===== config.mk =====
export PLATFORM = sky130hd
export DESIGN_NAME = trackball_counter_flat
export DESIGN_NICKNAME = d
export VERILOG_FILES = /design/src/rtl/trackball_counter_if.sv /design/src/rtl/trackball_counter.sv /design/src/flat_wrapper.sv
export SDC_FILE = /design/constraint.sdc
export NUM_CORES = 1
export LEC_CHECK = 0
export BUFFER_PORTS_ARGS = -buffer_cell sky130_fd_sc_hd__buf_2
export CORE_ASPECT_RATIO = 1.1
export CORE_MARGIN = 2
export CORE_UTILIZATION = 44
export DETAILED_ROUTE_END_ITERATION = 16
export GPL_TIMING_DRIVEN = 0
export PLACE_DENSITY = 0.67
export REMOVE_ABC_BUFFERS = 1
export SLEW_MARGIN = 20
export SYNTH_ARGS = -nofsm -noshare
export SYNTH_HDL_FRONTEND = slang
export SYNTH_SLANG_ARGS = --single-unit

===== constraint.sdc =====
create_clock -name clk -period 3.8 [get_ports clk]
set_input_delay 0.38 -clock clk [delete_from_list [all_inputs] [get_ports clk]]
set_output_delay 0.38 -clock clk [all_outputs]
set_load 0.005 [all_outputs]

===== src/rtl/trackball_counter_if.sv =====
// CPU-side read port of the trackball counter: read strobe and axis select
// in one direction, registered read data and its valid flag in the other.
interface trackball_counter_if #(
  parameter int COUNT_W = 8
);
  logic               rd;
  logic               addr;
  logic [COUNT_W-1:0] dout;
  logic               dout_valid;

  modport master (output rd, addr, input dout, dout_valid);
  modport slave  (input rd, addr, output dout, dout_valid);
endinterface


===== src/rtl/trackball_counter.sv =====
// Two-axis trackball position counter: turns h/v step transitions into wrapping
// up/down counts and serves them to the CPU through a registered one-cycle read.
module trackball_counter #(
  parameter int COUNT_W       = 8,
  parameter bit CLEAR_ON_READ = 1'b0,
  parameter bit INVERT_H      = 1'b0,
  parameter bit INVERT_V      = 1'b0
) (
  input  logic                clk,
  input  logic                reset,
  input  logic                flip,
  input  logic                h_dir,
  input  logic                h_clk,
  input  logic                v_dir,
  input  logic                v_clk,
  trackball_counter_if.slave  bus,
  output logic [COUNT_W-1:0]  h_count,
  output logic [COUNT_W-1:0]  v_count
);

  typedef enum logic {PRIME, RUN} state_t;

  localparam logic [COUNT_W-1:0] ONE = COUNT_W'(1);

  state_t             state;
  logic               h_clk_q;
  logic               v_clk_q;
  logic [COUNT_W-1:0] dout_q;
  logic               dout_valid_q;

  logic               h_step;
  logic               v_step;
  logic               h_down;
  logic               v_down;
  logic               h_clear;
  logic               v_clear;
  logic [COUNT_W-1:0] h_next;
  logic [COUNT_W-1:0] v_next;

  // A read-clear and a step in the same cycle combine, so the step is never lost.
  always_comb begin
    h_step  = (state == RUN) && (h_clk != h_clk_q);
    v_step  = (state == RUN) && (v_clk != v_clk_q);
    h_down  = h_dir ^ flip ^ INVERT_H;
    v_down  = v_dir ^ flip ^ INVERT_V;
    h_clear = CLEAR_ON_READ && bus.rd && !bus.addr;
    v_clear = CLEAR_ON_READ && bus.rd &&  bus.addr;

    h_next = h_clear ? '0 : h_count;
    if (h_step) h_next = h_down ? (h_next - ONE) : (h_next + ONE);

    v_next = v_clear ? '0 : v_count;
    if (v_step) v_next = v_down ? (v_next - ONE) : (v_next + ONE);
  end

  always_ff @(posedge clk) begin
    if (reset) begin
      state        <= PRIME;
      h_clk_q      <= h_clk;
      v_clk_q      <= v_clk;
      h_count      <= '0;
      v_count      <= '0;
      dout_q       <= '0;
      dout_valid_q <= 1'b0;
    end else begin
      h_clk_q      <= h_clk;
      v_clk_q      <= v_clk;
      dout_valid_q <= bus.rd;
      if (bus.rd) dout_q <= bus.addr ? v_count : h_count;

      // PRIME only re-samples the step inputs so a level held through reset is not a step.
      case (state)
        PRIME: begin
          state   <= RUN;
          h_count <= h_next;
          v_count <= v_next;
        end
        RUN: begin
          h_count <= h_next;
          v_count <= v_next;
        end
        default: state <= PRIME;
      endcase
    end
  end

  assign bus.dout       = dout_q;
  assign bus.dout_valid = dout_valid_q;

endmodule


===== src/flat_wrapper.sv =====
// flat-port wrapper written by rule: the top's interface ports become plain ports
module trackball_counter_flat 
#(
  parameter int COUNT_W       = 8,
  parameter bit CLEAR_ON_READ = 1'b0,
  parameter bit INVERT_H      = 1'b0,
  parameter bit INVERT_V      = 1'b0
)
  (clk, reset, flip, h_dir, h_clk, v_dir, v_clk, h_count, v_count, bus_rd, bus_addr, bus_dout, bus_dout_valid);
  trackball_counter_if #(.COUNT_W(COUNT_W)) bus_i ();
  input  logic clk;
  input  logic reset;
  input  logic flip;
  input  logic h_dir;
  input  logic h_clk;
  input  logic v_dir;
  input  logic v_clk;
  output logic [COUNT_W-1:0] h_count;
  output logic [COUNT_W-1:0] v_count;
  input wire logic [$bits(bus_i.rd)-1:0] bus_rd;
  input wire logic [$bits(bus_i.addr)-1:0] bus_addr;
  output wire logic [$bits(bus_i.dout)-1:0] bus_dout;
  output wire logic [$bits(bus_i.dout_valid)-1:0] bus_dout_valid;
  assign bus_i.rd = bus_rd;
  assign bus_i.addr = bus_addr;
  assign bus_dout = bus_i.dout;
  assign bus_dout_valid = bus_i.dout_valid;
  trackball_counter #(.COUNT_W(COUNT_W), .CLEAR_ON_READ(CLEAR_ON_READ), .INVERT_H(INVERT_H), .INVERT_V(INVERT_V)) u_core (.clk(clk), .reset(reset), .flip(flip), .h_dir(h_dir), .h_clk(h_clk), .v_dir(v_dir), .v_clk(v_clk), .bus(bus_i), .h_count(h_count), .v_count(v_count));
endmodule

==> flow_summary.yaml <==
run_status:
  status: "complete, no violations"
clocking:
  numClockSinks: 28
  htree_levels: 1
  worstSkewPairLatency_ps: 320
  clockRootBuffer: "clkbuf_4"
  hold_buffers: 0
  cts_buffers: 3
  cts_setup_buffers: 0
  tritoncts: "done"
  post_cts_resized: 0
  clk_pin_slew_ps: 150
  cts.path.max_buffers: 2
synthesis:
  post-synth-top-area-cell: "dfxtp_1"
  synth_area_per_cell_um2: 8.900
  seq_area_frac_synth: 0.3558
  synth_area_leaders: "dfxtp_1 (36%), ha_1 (9.5%), mux2i_1 (7.0%)"
  yosys_warnings: 0
  synth-seq-cells: 28
  synth_top_area_share: 0.3558
  synth_edf_count: 0
  synth_ff_type: "dfxtp_1"
  ys_types: 33
  syn_inst: 177
  syn_area_um2: 1575
  async_flop_share: 0
grt:
  antenna_found_initial: 0
  grt_overflow: 0
  grt_max_degree: 33
  grt_pass1_vias: 1306
  groute.usage.overall: 0.1888
  grt_pass1_wl_um: 5823
drt:
  wl_per_cell_um: 13.59
  drc: 0
  drtIter0Drc: 44
  postRouteAntennaNets: 0
  vias_per_cell: 5.315
  dr_total_vias: 1350
  drt-total-wl_um: 3451
  first_pass_iters: 4
power:
  total_leakage_power_uw: 0.0008590
  power_density_nw_per_um2: 423.3
  vdd_drop_max_v: 0.0001803
cells_and_area:
  final_cell_mix: "buf_2 (33), dfxtp_1 (28), nor2_1 (20)"
  area_delta_synth_final_pct: 15.73
  nets: 230
  fin_area_um2: 1823
  diodes: 0
  final_common_cell: "buf_2"
  drive_above_1_share: 0.1893
placed_design:
  port-buffer-count: 33
  post_dp_cell_area_um2: 1770
  gp_congestion: 0.7675
  dp_hpwl_um: 2561
critical_path:
  worst-path-max-fanout: 9
  critical_path.endpoint_type: "flop"
  cp.required_ps: 4030
  cp-start-kind: "input port"
  ff2ff_setup_slack_ps: 1740
  criticalPathCategory: "in2reg"
  reg2reg_depth: 6
  arrival_ps: 2710
die:
  die_h_um: 66.76
  pin_count: 34
  rows: 22
  initial_core_util: 0.4653
  die_w_um: 61.05
  die-area_um2: 4075
  core_um2: 3386
sta:
  setup_violations: 0
  final-hold-violation-count: 0
  drv_slew: 0
  period_share: 0.6521
  relSlewSlack: 0.5002
  tns_ps: 0
  period_minus_slack_ps: 2478
  rsz0062_at_grt: "false"
  tightest_slew_ps: 747.2
  clock_skew_ps: 3.517
  max_freq_mhz: 403.5
min_path:
  hold-path-cell-count: 1
  min_path_type: "in2reg"
job:
  maxCapViolCount: 0
[flip-flops by register name, summed over array words and instances (netlist names)]
name,cells
u_core.v_count,8
u_core.h_count,8
u_core.bus.dout,8
u_core.v_clk_q,1
u_core.bus.dout_valid,1
u_core.h_clk_q,1
u_core.state,1
[path summary, 6_finish.rpt]
path / endpoint / startpoint
hold reg to reg: u_core.bus.dout[1]$_SDFFE_PP0P_ / u_core.bus.dout[1]$_SDFFE_PP0P_
hold / removal: u_core.h_clk_q$_DFF_P_ / h_clk
setup / recovery: u_core.v_count[7]$_SDFFE_PP0P_ / flip
setup reg to reg: u_core.v_count[7]$_SDFFE_PP0P_ / u_core.v_count[1]$_SDFFE_PP0P_
[cell usage after synthesis (3+ instances only)]
cell type and number:
inv_1 3, mux2i_1 11, nand3_1 5, a211oi_1 10, ha_1 12, or3_1 3
o21ai_0 5, nand2_1 14, nor2_1 20, xnor2_1 5, a31oi_1 4, xor2_1 7
a21o_1 4, a21oi_1 13, nor2b_1 4, dfxtp_1 28, clkbuf_1 7
[stage by stage]
stage,util,instances,hold WS (ps),power [µW],setup WS [ps]
after detailed placement,0.5229,250,477.5,583.0,971.1
after global placement,0.5229,250,470.2,571.7,1005
final,0.5384,254,168.8,771.6,1322
after floorplan,-,169,407.7,508.8,1411
after CTS,0.5384,254,156.1,778.7,1330
after global routing,0.5384,254,133.9,828.6,1232
[final cells by class]
type,instances,area [µm²]
fill,327,1563
tap,48,60.06
multi-input combinational,138,973.4
clock inverter,1,30.03
clock buffer,3,22.52
timing repair buffer,33,165.2
sequential,28,560.5
inverter,3,11.26
[critical path: stages]
cell     delay, ps
buf_2          110
xor2_1         610
ha_1           350
o21ai_0        160
or3_1          420
a31o_1         240
a21oi_2        120
mux2_1         330
[metal layers]
metal / share of wire / vias up / track usage
li1: - / 697 / -
met1: 0.49 / 619 / 0.2521
met2: 0.47 / 32 / 0.3032
met3: 0.039 / 2 / 0.02524
met4: 0.0049 / 0 / 0.07065
met5: 0 / - / 0
[where the power goes]
group          switching, µW  internal, µW  leakage (µW)
Clock                   87.7           107     0.0000279
Sequential              31.1           321      0.000231
Combinational            122           103      0.000600
Total                    240           531      0.000859
[logic make-up (layout without fill, tap and decap cells)]
kind of cell | after synthesis | after routing | share of synthesized area
multiplexers | 13 | 13 | 0.08420
XOR/XNOR | 12 | 12 | 0.06672
AO/OA/AOI/OAI | 43 | 43 | 0.1779
AND/OR/NAND/NOR | 56 | 56 | 0.1684
flip-flops | 28 | 28 | 0.3558
buffers and inverters | 11 | 40 | 0.02621
adder cells (fa/ha/maj) | 14 | 14 | 0.1207
No activity file was read; power rests on OpenSTA's default activity.
